File: src/rtl/globals.sv
// Shared audio-path definitions: data widths, sample pacing defaults, the
// output sequencer state type and the sample saturation helper.
package globals;

    localparam int DATA_SIZE           = 32;
    localparam int AUDIO_OUT_SIZE      = 16;
    localparam int AUDIO_SAMPLE_PERIOD = 8;

    // Saturation is carried out at this width so any DATA_SIZE up to 64 fits.
    localparam int SAT_W = 64;

    typedef enum logic [1:0] {
        IDLE      = 2'd0,
        WAIT_TICK = 2'd1,
        SEND_L    = 2'd2,
        SEND_R    = 2'd3
    } audio_seq_state_t;

    // Clamp a sign-extended sample to the signed out_size range; the caller
    // keeps the low out_size bits of the result.
    function automatic logic [SAT_W-1:0] saturate_sample(
        input logic signed [SAT_W-1:0] v,
        input int                      out_size
    );
        logic signed [SAT_W-1:0] max_v;
        logic signed [SAT_W-1:0] min_v;
        max_v = $signed((64'd1 << (out_size - 1)) - 64'd1);
        min_v = -max_v - 64'sd1;
        if (v > max_v) begin
            return max_v;
        end else if (v < min_v) begin
            return min_v;
        end
        return v;
    endfunction

endpackage

File: src/rtl/audio_tick_gen.sv
// Enable-gated modulo counter; tick marks the last cycle of each sample period
// and the count is parked at zero while enable is low.
module audio_tick_gen
    import globals::*;
#(
    parameter int SAMPLE_PERIOD = AUDIO_SAMPLE_PERIOD
) (
    input  logic clock,
    input  logic reset,
    input  logic enable,
    output logic tick
);

    localparam int CW = $clog2(SAMPLE_PERIOD);
    localparam logic [CW-1:0] LAST = CW'(SAMPLE_PERIOD - 1);

    logic [CW-1:0] count_q;
    logic [CW-1:0] count_d;

    always_comb begin
        count_d = '0;
        if (enable) begin
            count_d = (count_q == LAST) ? '0 : count_q + 1'b1;
        end
    end

    always_ff @(posedge clock or negedge reset) begin
        if (!reset) begin
            count_q <= '0;
        end else begin
            count_q <= count_d;
        end
    end

    assign tick = enable && (count_q == LAST);

endmodule

File: src/rtl/audio_out_sequencer.sv
// Paced stereo output: pops a left/right pair per sample tick, saturates it and
// emits left then right on a valid/ready stream. AUDIO_SEQ_HOLD_EN: underruns
// repeat the last popped pair instead of emitting zeros.
module audio_out_sequencer #(
    parameter int DATA_SIZE     = globals::DATA_SIZE,
    parameter int OUT_SIZE      = globals::AUDIO_OUT_SIZE,
    parameter int SAMPLE_PERIOD = globals::AUDIO_SAMPLE_PERIOD,
    parameter int CNT_SIZE      = 16
) (
    input  logic                clock,
    input  logic                reset,
    input  logic                enable,
    input  logic                clear_stats,
    input  logic                left_empty,
    input  logic                right_empty,
    input  logic [DATA_SIZE-1:0] left_dout,
    input  logic [DATA_SIZE-1:0] right_dout,
    output logic                left_rd_en,
    output logic                right_rd_en,
    output logic                out_valid,
    input  logic                out_ready,
    output logic [OUT_SIZE-1:0] out_data,
    output logic                out_channel,
    output logic [CNT_SIZE-1:0] underrun_count,
    output logic                overrun,
    output logic                busy
);

    import globals::audio_seq_state_t;
    import globals::IDLE;
    import globals::WAIT_TICK;
    import globals::SEND_L;
    import globals::SEND_R;
    import globals::SAT_W;
    import globals::saturate_sample;

    // Stream handshake: a word transfers on a rising edge where out_valid and
    // out_ready are both high; out_data/out_channel hold while out_ready is low.

    audio_seq_state_t    state_q;
    logic [DATA_SIZE-1:0] left_cap_q;
    logic [DATA_SIZE-1:0] right_cap_q;
    logic [DATA_SIZE-1:0] left_next;
    logic [DATA_SIZE-1:0] right_next;
    logic [OUT_SIZE-1:0]  out_data_q;
    logic                 out_valid_q;
    logic                 out_channel_q;
    logic                 busy_q;
    logic [CNT_SIZE-1:0]  underrun_q;
    logic [CNT_SIZE-1:0]  underrun_d;
    logic                 overrun_q;
    logic                 overrun_d;
    logic                 tick;
    logic                 frame_start;
    logic                 pop;
    logic                 underrun_evt;
    logic                 late_tick;

    audio_tick_gen #(
        .SAMPLE_PERIOD(SAMPLE_PERIOD)
    ) u_tick_gen (
        .clock (clock),
        .reset (reset),
        .enable(enable),
        .tick  (tick)
    );

    function automatic logic [OUT_SIZE-1:0] sat_out(input logic [DATA_SIZE-1:0] v);
        return OUT_SIZE'(saturate_sample({{(SAT_W - DATA_SIZE){v[DATA_SIZE-1]}}, v}, OUT_SIZE));
    endfunction

    assign frame_start  = (state_q == WAIT_TICK) && tick && enable;
    assign pop          = frame_start && !left_empty && !right_empty;
    assign underrun_evt = frame_start && (left_empty || right_empty);
    assign late_tick    = tick && ((state_q == SEND_L) || (state_q == SEND_R));

    // On underrun neither FIFO is touched, even the one that has data.
    always_comb begin
        left_next  = left_dout;
        right_next = right_dout;
        if (!pop) begin
`ifdef AUDIO_SEQ_HOLD_EN
            left_next  = left_cap_q;
            right_next = right_cap_q;
`else
            left_next  = '0;
            right_next = '0;
`endif
        end
    end

    always_ff @(posedge clock or negedge reset) begin
        if (!reset) begin
            state_q       <= IDLE;
            left_cap_q    <= '0;
            right_cap_q   <= '0;
            out_data_q    <= '0;
            out_valid_q   <= 1'b0;
            out_channel_q <= 1'b0;
            busy_q        <= 1'b0;
        end else begin
            case (state_q)
                IDLE: begin
                    if (enable) begin
                        state_q <= WAIT_TICK;
                    end
                end
                WAIT_TICK: begin
                    if (!enable) begin
                        state_q <= IDLE;
                    end else if (tick) begin
                        left_cap_q    <= left_next;
                        right_cap_q   <= right_next;
                        out_data_q    <= sat_out(left_next);
                        out_valid_q   <= 1'b1;
                        out_channel_q <= 1'b0;
                        busy_q        <= 1'b1;
                        state_q       <= SEND_L;
                    end
                end
                SEND_L: begin
                    if (out_ready) begin
                        out_data_q    <= sat_out(right_cap_q);
                        out_channel_q <= 1'b1;
                        state_q       <= SEND_R;
                    end
                end
                SEND_R: begin
                    if (out_ready) begin
                        out_valid_q <= 1'b0;
                        busy_q      <= 1'b0;
                        state_q     <= WAIT_TICK;
                    end
                end
                default: begin
                    state_q <= IDLE;
                end
            endcase
        end
    end

    always_comb begin
        underrun_d = underrun_q;
        overrun_d  = overrun_q | late_tick;
        if (underrun_evt && (underrun_q != '1)) begin
            underrun_d = underrun_q + 1'b1;
        end
        if (clear_stats) begin
            underrun_d = '0;
            overrun_d  = 1'b0;
        end
    end

    always_ff @(posedge clock or negedge reset) begin
        if (!reset) begin
            underrun_q <= '0;
            overrun_q  <= 1'b0;
        end else begin
            underrun_q <= underrun_d;
            overrun_q  <= overrun_d;
        end
    end

    assign left_rd_en     = pop;
    assign right_rd_en    = pop;
    assign out_valid      = out_valid_q;
    assign out_data       = out_data_q;
    assign out_channel    = out_channel_q;
    assign underrun_count = underrun_q;
    assign overrun        = overrun_q;
    assign busy           = busy_q;

endmodule

File: config.mk
export PLATFORM = sky130hd
export DESIGN_NAME = audio_out_sequencer
export DESIGN_NICKNAME = d
export VERILOG_FILES = /design/src/rtl/globals.sv /design/src/rtl/audio_tick_gen.sv /design/src/rtl/audio_out_sequencer.sv
export SDC_FILE = /design/constraint.sdc
export NUM_CORES = 1
export LEC_CHECK = 0
export CAP_MARGIN = 20
export CORE_ASPECT_RATIO = 1.2
export CORE_MARGIN = 2
export CORE_UTILIZATION = 47
export DETAILED_ROUTE_END_ITERATION = 6
export GPL_ROUTABILITY_DRIVEN = 0
export HOLD_SLACK_MARGIN = 0.1
export PLACE_DENSITY = 0.8
export SLEW_MARGIN = 40
export SYNTH_ARGS = -nofsm -noshare
export SYNTH_HDL_FRONTEND = slang
export SYNTH_HIERARCHICAL = 1
export SYNTH_SLANG_ARGS = --single-unit
File: constraint.sdc
create_clock -name clock -period 2.44 [get_ports clock]
set_input_delay 0.488 -clock clock [delete_from_list [all_inputs] [get_ports clock]]
set_output_delay 0.488 -clock clock [all_outputs]
set_load 0.01 [all_outputs]
# After elaboration in Yosys (flattened, before gate mapping)
# Index checks and enable logic that the tools add are counted.
# Widths: inputs -> output; s select.
[word_totals]
in_bits = 71
ff_bits = 72
out_inout_bits = 38
word_cells = 86
[op_classes]
mux = 40
order_cmp = 4
eq_ne = 11
n_reduce_logical = 20
add_sub_neg = 2
bitwise = 1
[ops]
columns = ["op", "n"]
rows = [
  ["$mux 16", 11],
  ["$gt 32x16->1 const B", 2],
  ["$lt 32x16->1 const B", 2],
  ["$mux 32", 2],
  ["$pmux 16 s2", 1],
  ["$add 16x1->16 const B", 1],
  ["$mux 1", 16],
  ["$ne 16x16->1 const B", 1],
  ["$reduce_and 4->1", 3],
  ["$mux 2", 5],
  ["$ne 2x2->1 const B", 5],
  ["$logic_and 1x1->1", 8],
  ["$pmux 2 s4", 1],
  ["$mux 3", 2],
  ["$reduce_bool 2->1", 3],
  ["$eq 2x2->1 const B", 2],
  ["$pmux 1 s2", 2],
  ["$add 3x1->3 const B", 1],
  ["$eq 3x3->1 const B", 1],
  ["$ne 3x3->1 const B", 1],
  ["$reduce_and 3->1", 1],
  ["$eq 2x1->1 const B", 1],
  ["$logic_not 1->1", 2],
  ["$logic_not 2->1", 1],
  ["other kinds (2)", 3],
]

# Longest topological paths before layout
# Gate-level depths: netlist (run 1).
[depth]
depth_word = 17
mapped_depth = 10
ltp_nobuf = 8

# Hierarchy
# Netlist (run 1), hierarchy kept.
[modules_own_cells]
columns = ["mod", "cells_each", "area_each_um2", "n_inst"]
rows = [
  ["audio_out_sequencer", 382, 3504.6, 1],
  ["audio_tick_gen", 9, 135.1, 1],
]

# Worst setup path before layout (run 1)
# Ideal clock, no wire load.
[synth_path]
path_type = "register to register"
startpoint = "register u_tick_gen.count_q[0]"
endpoint = "register underrun_q[15] (netlist: underrun_count[15])"
period_less_slack_ns = 2.128
n_path_buf = 1
slack_ns = 0.312
setup_ns = 0.125
path_stages_with_launch = 10
t_arrival_ns = 2.003
cell_sequence = "dfrtp_1 ha_1 ha_1 and2_2 and3_1 buf_2 nand4_2 a21oi_2 and3_1 mux2_4"
[synth_via]
elab_chain_len = 7
[synth_lines]
columns = ["element", "line", "text"]
rows = [
  ["start, declared", "audio_tick_gen.sv:17", "logic [CW-1:0] count_q;"],
  ["start signal, assigned", "audio_tick_gen.sv:31", "count_q <= count_d;"],
  ["$eq 3x3->1", "audio_tick_gen.sv:35", "assign tick = enable && (count_q == LAST);"],
  ["$logic_and 1x1->1", "audio_tick_gen.sv:35", ""],
  ["via tick", "audio_out_sequencer.sv:53", "logic tick;"],
  ["$logic_and 1x1->1 (2 in series)", "audio_out_sequencer.sv:72", "assign frame_start = (state_q == WAIT_TICK) && tick && enable;"],
  ["$logic_and 1x1->1", "audio_out_sequencer.sv:74", "assign underrun_evt = frame_start && (left_empty || right_empty);"],
  ["$logic_and 1x1->1", "audio_out_sequencer.sv:145", "if (underrun_evt && (underrun_q != '1)) begin"],
  ["$reduce_bool 2->1 (no line)", "n/a", ""],
  ["end signal, assigned", "audio_out_sequencer.sv:159", "underrun_q <= underrun_d;"],
  ["end, declared", "audio_out_sequencer.sv:49", "logic [CNT_SIZE-1:0] underrun_q;"],
]
# The timed path passes the listed nets, and every way through them passes these cells.
# A chain may end at the register's enable or synchronous reset.

# Worst setup path in the final report (run 1)
[layout_path]
startpoint = "register u_tick_gen.count_q[0]"
endpoint = "output port right_rd_en"
[layout_via]
elab_chain_len = 6
[layout_lines]
columns = ["element", "line", "text"]
rows = [
  ["$eq 3x3->1", "audio_tick_gen.sv:35", ""],
  ["$logic_and 1x1->1", "audio_tick_gen.sv:35", ""],
  ["via tick", "audio_out_sequencer.sv:53", ""],
  ["$logic_and 1x1->1 (2 in series)", "audio_out_sequencer.sv:72", ""],
  ["$logic_and 1x1->1 (2 in series)", "audio_out_sequencer.sv:73", "assign pop = frame_start && !left_empty && !right_empty;"],
  ["end, declared", "audio_out_sequencer.sv:19", "output logic right_rd_en,"],
]
# The timed path passes the listed nets, and every way through them passes these cells.

==> results of run 1 <==
==> layer usage <==
metal	track usage, %	wire, um	vias up
met5	0	0	-
met4	8.42	150	0
met3	5.02	467	14
met2	40.8	5060	106
met1	29.1	3730	1573
li1	-	-	1601
==> repair_timing <==
item                       in CTS  in global routing
hold buffers                    0                  0
gates resized for setup         4                  0
setup endpoints to repair       2                  0
==> cells in the mapped netlist, drive strengths merged <==
cell	number	share of area [%]
a2111oi	2	1.5
a211oi	7	1.6
a21oi	37	5.2
a31o	3	0.72
a41o	1	0.28
and2	5	0.96
and3	2	0.34
and4	3	0.72
buf	10	1.8
clkbuf	15	1.5
dfrtp	72	50
ha	7	2.4
inv	8	0.83
mux2	3	1.0
mux2i	3	0.83
nand2	88	9.1
nand2b	3	0.52
nand3	36	5.1
nand4	11	2.1
nor2	22	2.3
nor2b	2	0.34
nor3	2	0.89
nor3b	1	0.34
nor4	8	1.4
o21ai	9	1.2
o22ai	1	0.17
o31ai	15	3.1
o41a	1	0.31
o41ai	2	1.2
or2	1	0.17
or3	1	0.17
xnor2	10	2.4
==> flip-flops by register name, indices dropped and copies added (netlist names) <==
signal / flops
busy: 1
out_channel: 1
out_data: 16
overrun: 1
right_cap_q: 32
state_q: 2
u_tick_gen/count_q: 3
underrun_count: 16
==> power by group <==
group          switching, W  leakage (nW)  internal [W]  total, W
Clock              0.000449         0.116      0.000676   0.00113
Combinational      0.000403          1.22      0.000474  0.000877
Sequential        0.0000882         0.987       0.00133   0.00142
Total              0.000940          2.32       0.00248   0.00342
==> final cells by class <==
class                      instances  area, um^2  area share (%)
tap                               92         115            2.24
clock inverter                     6         108            2.09
clock buffer                      10         128            2.48
multi-input combinational        286        1700            33.0
sequential                        72        1800            35.0
inverter                           8        30.0           0.583
timing repair buffer             127        1270            24.6
==> path summary, 6_finish.rpt <==
check / endpoint / slack [ns] / depth (start not counted)
setup / recovery: right_rd_en / 0.13 / 6
hold / removal: out_data[7] / 0.16 / 2
setup reg to reg: out_data[3] / 0.19 / 9
hold reg to reg: u_tick_gen/count_q[0] / 0.46 / 1
max in group asynchronous: u_tick_gen/count_q[2] / 1.98 / 2
min in group clock: u_tick_gen/count_q[0] / 0.46 / 1
==> kinds of logic (layout without fill, tap and decap cells) <==
family | Yosys count | after routing
buffers and inverters | 33 | 151
and+or+nand+nor | 185 | 185
xor gates and xnor gates | 10 | 10
adders and majority gates | 7 | 7
muxes | 6 | 6
AOI/OAI and AO/OA | 78 | 78
DFF | 72 | 72
==> per-stage QoR <==
step / power, W / util [%] / instances / instance area [um^2]
floorplan: 0.00180 / - / 391 / 3640
global placement: 0.00228 / 64.8 / 585 / 4910
detailed placement: 0.00232 / 64.8 / 585 / 4910
CTS: 0.00344 / 68.0 / 601 / 5150
global route: 0.00359 / 68.0 / 601 / 5150
finish: 0.00342 / 68.0 / 601 / 5150
==> cell usage in the layout, fill, tap and decap left out, types with 2 or more instances in the layout <==
master           Yosys  final
and2_2               3      3
dfrtp_1             72     72
o31ai_1             15     15
and3_1               2      2
a31o_2               3      3
clkdlybuf4s50_1      0    105
xnor2_1             10     10
nor2b_1              2      2
nand3_1             35     35
and4_1               3      3
nor3_4               2      2
nand2b_1             3      3
nor4_1               8      8
mux2_2               2      2
dlygate4sd2_1        0      2
o21ai_0              8      8
buf_12               0      4
buf_4                3     15
clkbuf_8             0      9
a21oi_1             36     36
nand4_1             10     10
nor2_1              22     20
a2111oi_4            2      2
clkinv_2             0      2
bufinv_16            0      3
ha_1                 7      7
mux2i_1              3      3
a211oi_1             6      6
and2_1               2      2
nand2_1             87     87
inv_1                8      8
==> critical path: cells and delay by family (launching register included) <==
| family | cells | cell delay (ns) |
|---|---|---|
| adder cells (fa/ha/maj) | 2 | 0.41 |
| AND/OR/NAND/NOR | 3 | 0.40 |
| buffers and inverters | 1 | 0.28 |
| flip-flops | 1 | 0.39 |
==> impl_metrics.json, run 1 <==
{
  "outcome": "finished clean",
  "synth.cell_area_um2": 3640,
  "synthSimpleGateAreaFrac_pct": 24.4,
  "vias": 3294,
  "syn2layout_area_growth_pct": 41.5,
  "insertion_delay_ns": 0.34,
  "criticalPathCategory": "register to output pin",
  "worst_setup_path_end_kind": "output pin",
  "critPathMostFrequentCell": "ha_1",
  "max_freq_mhz": 434,
  "place_ws_ns": -0.134,
  "rows": 35,
  "htreeDepth": 3,
  "irDropWorstVdd_uv": 374,
  "wl_per_cell_um": 15.6,
  "critPathSlowestCell": "dfrtp_1",
  "dr.pass1.iters": 4,
  "finalCriticalPeriod_ns": 2.31,
  "drive_gt1_share_pct": 11.6,
  "finalClockSkew_ns": 0.0107,
  "powerDensity_nw_per_um2": 664,
  "yosysUniqueCellTypes": 43,
  "cts_tree": "yes",
  "clockBufferDepth": 2,
  "fp.coreArea_um2": 7580,
  "ant_nets": 0,
  "rr_startpoint": "u_tick_gen/count_q[0]",
  "path_clk_slew_ns": 0.08,
  "slowest_delay_ns": 0.39,
  "synth-seq-cells": 72,
  "setup_slack_ns": 0.134,
  "yosysSeqAreaShare_pct": 49.5,
  "maxSlewHeadroom_pct": 60.9,
  "slew_viol_final": 0,
  "setup_viol": 0,
  "cts_setup_buffers": 0,
  "synth_xor_area_share_pct": 2.41,
  "rsz0062_at_grt": "false",
  "grt_pass1_vias": 3419,
  "synth_nets": 469,
  "crit_start": "u_tick_gen/count_q[0]",
  "grt_start_max_net_pins": 73,
  "synthAdderAreaFrac_pct": 2.41,
  "drt_wl_total_um": 9400,
  "port_buffers": 108,
  "fin_tns_setup_ns": 0,
  "n_fill_cell": 599,
  "pin_count": 109,
  "synth_top_family_by_area": "simple AND/OR/NAND/NOR gates",
  "fin_nets": 582,
  "cp.arrival_ns": 1.82,
  "fp.dieW_um": 84.3,
  "fin_crit_sh_pct": 94.5,
  "cts_buffers": 9,
  "drc": 0,
  "timing.hold.ws_ns": 0.163,
  "grt_usage_pct": 23.5,
  "synth.mux.area_fraction_pct": 1.86,
  "netlist_instances": 391,
  "avgSynthCellArea_um2": 9.31,
  "worst-path-max-fanout": 4,
  "yosys_warnings": 6,
  "clock-root-buffer": "clkbuf_8",
  "fp.dieH_um": 100,
  "grt_overflow": 0,
  "initial_core_util_pct": 48.0,
  "viasPerCell": 5.48,
  "cts.sinks": 72,
  "worstMarginPinSlew_ns": 0.584,
  "synth_compound_area_share_pct": 15.3,
  "grt_pass1_wl_um": 15900,
  "antenna_found_initial": 0,
  "path_cells": "ha_1 > ha_1 > and2_2 > nand3_2 > nor2_4 > dlygate4sd2_1",
  "power_leakage_nw": 2.32,
  "drt-initial-drc-count": 208,
  "diodes": 0,
  "max-cap-violations": 0,
  "hpwl_um": 6830,
  "hold_violations": 0,
  "cp-start-kind": "register",
  "die-area_um2": 8470,
  "hold_class": "input pin to asynchronous set/reset pin",
  "crit_required_ns": 1.95
}
(Power assumes the default switching activity.)
==> run 2, diff against run 1 <==
- CORE_MARGIN: 2 -> default
- CORE_UTILIZATION: 47 -> 63
- DONT_BUFFER_PORTS: default -> 1
- PLACE_DENSITY: 0.8 -> 0.79
==> impl_metrics.json, run 2 (synthesis results as in run 1) <==
{
  "port_buffers": 0,
  "grt_pass1_wl_um": 13200,
  "fin_tns_setup_ns": 0,
  "crit_family": "flip-flops",
  "fin_nets": 470,
  "netSwitchingPower_w": 0.000871,
  "p_seq_share_pct": 50.6,
  "pin_count": 109,
  "grt_busiest_layer": "met2",
  "path_buf_inv": 2,
  "fin_area_um2": 3980,
  "cts_setup_buffers": 0,
  "crit_required_ns": 1.95,
  "cts_buffers": 9,
  "rr_startpoint": "u_tick_gen/count_q[0]",
  "max_freq_mhz": 425,
  "worstMarginPinSlew_ns": 0.554,
  "fp.dieH_um": 85.3,
  "htreeDepth": 3,
  "syn2layout_area_growth_pct": 9.38,
  "worstHoldPathCells": 1,
  "clockBufferDepth": 2,
  "grt_overflow": 0,
  "grt_usage_pct": 28.2,
  "critPathSlowestCell": "dfrtp_1",
  "setup_slack_ns": 0.0866,
  "grt_use_met3_pct": 7.13,
  "drt_wl_total_um": 8080,
  "path_cells": "ha_1 > ha_1 > and2_2 > nand3_4 > buf_12 > nor2_2 > buf_4",
  "maxSlewHeadroom_pct": 63.0,
  "viasPerCell": 6.18,
  "dr.pass1.iters": 7,
  "fin_crit_sh_pct": 96.4,
  "layout_common_cells": "87 x nand2_1, 72 x dfrtp_1, 36 x a21oi_1",
  "criticalPathCategory": "register to output pin",
  "fp.coreArea_um2": 5440,
  "regMostFlops": "right_cap_q",
  "fp.dieW_um": 71.4,
  "grt_pass1_vias": 2751,
  "power_frac_clock_pct": 34.6,
  "place_ws_ns": 0.242,
  "finalNonFillerCells": 459,
  "antenna_found_initial": 0,
  "netSwitchingFraction_pct": 29.6,
  "utilization_pct": 73.1,
  "setup_viol": 0,
  "cts_tree": "yes",
  "clock-root-buffer": "clkbuf_8",
  "initial_core_util_pct": 66.9,
  "irDropWorstVdd_uv": 526,
  "max-cap-violations": 0,
  "final_common_cell": "nand2_1",
  "ant_nets": 0,
  "slowest_delay_ns": 0.40,
  "critPathMostFrequentCell": "ha_1",
  "reg2reg_to": "underrun_count[14]",
  "timing.reg2reg.setup_slack_ns": 0.24,
  "violations": "design-rule violations",
  "post_dp_cell_area_um2": 3700,
  "grt_start_max_net_pins": 73,
  "worstHoldStart": "clear_stats",
  "path_clk_slew_ns": 0.08,
  "worst-path-max-fanout": 17,
  "comb_power_share_pct": 14.7,
  "slew_viol_final": 0,
  "drive_gt1_share_pct": 13.6,
  "rsz0062_at_grt": "false",
  "largest_reg_flops": 32,
  "grt_util_met2_pct": 47.0,
  "drc": 7,
  "hold_class": "input pin to register",
  "vias": 2838,
  "worst_setup_path_end_kind": "output pin",
  "insertion_delay_ns": 0.34,
  "cp-start-kind": "register",
  "holdPathEnd": "underrun_count[0]",
  "wl_per_cell_um": 17.6,
  "finalClockSkew_ns": 0.00804,
  "drt-initial-drc-count": 159,
  "finalCriticalPeriod_ns": 2.35,
  "crit_start": "u_tick_gen/count_q[0]",
  "outcome": "finished with violations",
  "cp.arrival_ns": 1.87,
  "rows": 29,
  "placed_cells": 441,
  "met1_usage_pct": 36.1,
  "diodes": 0,
  "hold_violations": 0,
  "cts.sinks": 72,
  "powerDensity_nw_per_um2": 739,
  "hpwl_um": 5710,
  "reg2reg_depth": 8,
  "p_int_w": 0.00207,
  "power_leakage_nw": 1.87,
  "die-area_um2": 6090
}
## run 2: power by group through the flow
stage | Clock, W | Combinational, W | Sequential (W)
2_1_floorplan | 0 | 0.000328 | 0.00148
3_5_place_dp | 0 | 0.000401 | 0.00151
3_3_place_gp | 0 | 0.000378 | 0.00151
5_1_grt | 0.00109 | 0.000500 | 0.00150
6_report | 0.00102 | 0.000434 | 0.00149
4_1_cts | 0.00104 | 0.000434 | 0.00149
## run 2: per-stage QoR
step / total power [W] / hold slack [ns]
after floorplan: 0.00180 / 0.192
after global placement: 0.00189 / 0.194
after detailed placement: 0.00191 / 0.194
after CTS: 0.00297 / 0.190
after global routing: 0.00310 / 0.182
final: 0.00294 / 0.202
## run 2: cell type report
| cell class | count | area (um^2) |
|---|---|---|
| sequential | 72 | 1800 |
| multi-input combinational | 286 | 1700 |
| fill | 402 | 1460 |
| timing repair buffer | 15 | 148 |
| clock buffer | 9 | 124 |
| clock inverter | 7 | 96.3 |
| tap | 62 | 77.6 |
| inverter | 8 | 30.0 |
## run 2: worst max-delay path by stage
stage                         endpoint  slack (ns)  depth (start not counted)
global placement     underrun_count[4]        0.31                          8
global route               right_rd_en        0.01                          7
finish                      left_rd_en        0.09                          7
floorplan           underrun_count[15]        0.31                          9
detailed placement   underrun_count[4]        0.24                          8
CTS                         left_rd_en       0.003                          7
## run 2: worst reg2reg max path: stages, from the launching register on
cell and delay, ns:
dfrtp_1 0.37, ha_1 0.15, ha_1 0.17, and2_2 0.20, nand3_4 0.12, or3_1 0.53, a2111oi_4 0.32, xnor2_1 0.16
nor2_1 0.06
## run 2: per-layer routing
metal | share of wire, % | vias to the layer above
li1 | - | 1373
met1 | 40 | 1368
met2 | 53 | 91
met3 | 5.9 | 6
met4 | 0.92 | 0
met5 | 0 | -
## run 2: what timing repair did
item / CTS / global route
gates cloned: 0 / 0
endpoints found under the hold margin: 72 / 0
gates resized for setup: 2 / 3
endpoints found under the setup margin: 2 / 2
hold buffers: 2 / 0
==> run 3, diff against run 2 <==
- clock period: 2.44 -> 2.5 ns (I/O delays scaled with it)
==> impl_metrics.json, run 3 (synthesis results as in run 1) <==
{
  "outcome": "finished with violations",
  "violations": "design-rule violations",
  "vias": 2909,
  "grt_overflow": 0,
  "max_freq_mhz": 414,
  "setup_slack_ns": 0.0850,
  "syn2layout_area_growth_pct": 8.83,
  "critPathMostFrequentCell": "ha_1",
  "drt_wl_total_um": 8360,
  "htreeDepth": 3,
  "reg2reg_depth": 8,
  "largest_reg_flops": 32,
  "grt_usage_pct": 29.1,
  "slew_viol_final": 0,
  "fp.coreArea_um2": 5440,
  "grt_start_max_net_pins": 73,
  "fin_crit_sh_pct": 96.6,
  "hpwl_um": 5810,
  "final_common_cell": "nand2_1",
  "hold_class": "input pin to register",
  "cts_setup_buffers": 0,
  "wl_met1_um": 3310,
  "insertion_delay_ns": 0.35,
  "powerDensity_nw_per_um2": 711,
  "hold_violations": 0,
  "fin_nets": 470,
  "path_cells": "ha_1 > ha_1 > and2_2 > nand3_4 > buf_12 > nor2_1 > buf_4",
  "path_clk_slew_ns": 0.08,
  "port_buffers": 0,
  "ant_nets": 0,
  "worstMarginPinSlew_ns": 0.557,
  "finalClockSkew_ns": 0.0125,
  "fp.dieH_um": 85.3,
  "diodes": 0,
  "cp-start-kind": "register",
  "layout_common_cells": "87 x nand2_1, 72 x dfrtp_1, 36 x a21oi_1",
  "fin_tns_setup_ns": 0,
  "cp.arrival_ns": 1.92,
  "max-cap-violations": 0,
  "wl_met2_um": 4340,
  "maxUsedRoutingLayer": "met4",
  "critPathSlowestCell": "dfrtp_1",
  "rows": 29,
  "fp.dieW_um": 71.4,
  "post_dp_cell_area_um2": 3700,
  "slowest_delay_ns": 0.41,
  "dr.pass1.iters": 7,
  "grt_pass1_wl_um": 13500,
  "wl_per_cell_um": 18.2,
  "maxSlewHeadroom_pct": 62.8,
  "worstHoldPathCells": 1,
  "drive_gt1_share_pct": 13.4,
  "irDropWorstVdd_uv": 424,
  "worst-path-max-fanout": 22,
  "cts_tree": "yes",
  "cts.sinks": 72,
  "regMostFlops": "right_cap_q",
  "drc": 7,
  "place_ws_ns": 0.275,
  "fin_area_um2": 3960,
  "wl_met3_um": 541,
  "antenna_found_initial": 0,
  "initial_core_util_pct": 66.9,
  "cts_buffers": 9,
  "clockBufferDepth": 2,
  "setup_viol": 0,
  "clock-root-buffer": "clkbuf_8",
  "die-area_um2": 6090,
  "finalCriticalPeriod_ns": 2.42,
  "timing.hold.ws_ns": 0.212,
  "pin_count": 109,
  "drt-initial-drc-count": 245,
  "criticalPathCategory": "register to output pin",
  "power_leakage_nw": 1.86,
  "grt_pass1_vias": 2838,
  "viasPerCell": 6.34,
  "worst_setup_path_end_kind": "output pin",
  "crit_required_ns": 2.00
}
run 3: power by group:
group / leakage [nW] / switching [W] / internal (W)
clock: 0.0925 / 0.000465 / 0.000469
combinational: 0.782 / 0.000260 / 0.000165
sequential: 0.987 / 0.000159 / 0.00130
total: 1.86 / 0.000885 / 0.00193
run 3: per-stage QoR:
step	util (%)	std cells	total power [W]
after floorplan	-	391	0.00176
after global placement	68.0	441	0.00184
after detailed placement	68.0	441	0.00187
after CTS	72.5	459	0.00282
after global routing	72.8	459	0.00296
final	72.8	459	0.00281
run 3: critical path, delay by kind of cell (launching register included):
family,cells,cell delay [ns]
fa+ha+maj,2,0.42
buf+inv,2,0.34
flops,1,0.41
simple gates,3,0.41
run 3: what timing repair did:
item,4_1_cts,5_1_grt
endpoints found under the setup margin,2,2
gates resized for setup,1,3
gates cloned,0,0
endpoints found under the hold margin,72,0
hold buffers,2,0
run 3: final timing paths:
check	startpoint	endpoint	slack [ns]
worst max-delay path	u_tick_gen/count_q[0]	left_rd_en	0.08
worst min-delay path	clear_stats	underrun_count[8]	0.21
worst max register to register	u_tick_gen/count_q[0]	underrun_count[14]	0.26
worst min register to register	right_cap_q[7]	right_cap_q[7]	0.47
max in group asynchronous	reset	state_q[1]	1.49
min in group asynchronous	reset	out_data[5]	0.70
run 3: layout make-up:
class | instances | area (um^2)
Sequential cell | 72 | 1800
Clock buffer | 9 | 124
Fill cell | 410 | 1480
Timing Repair Buffer | 15 | 148
Clock inverter | 7 | 78.8
Tap cell | 62 | 77.6
Inverter | 8 | 30.0
Multi-Input combinational cell | 286 | 1700
run 3: metal layers:
layer | up-vias | GRT usage, %
met5 | - | 0
met3 | 17 | 7.48
li1 | 1372 | -
met2 | 121 | 49.2
met4 | 0 | 11.6
met1 | 1399 | 35.5
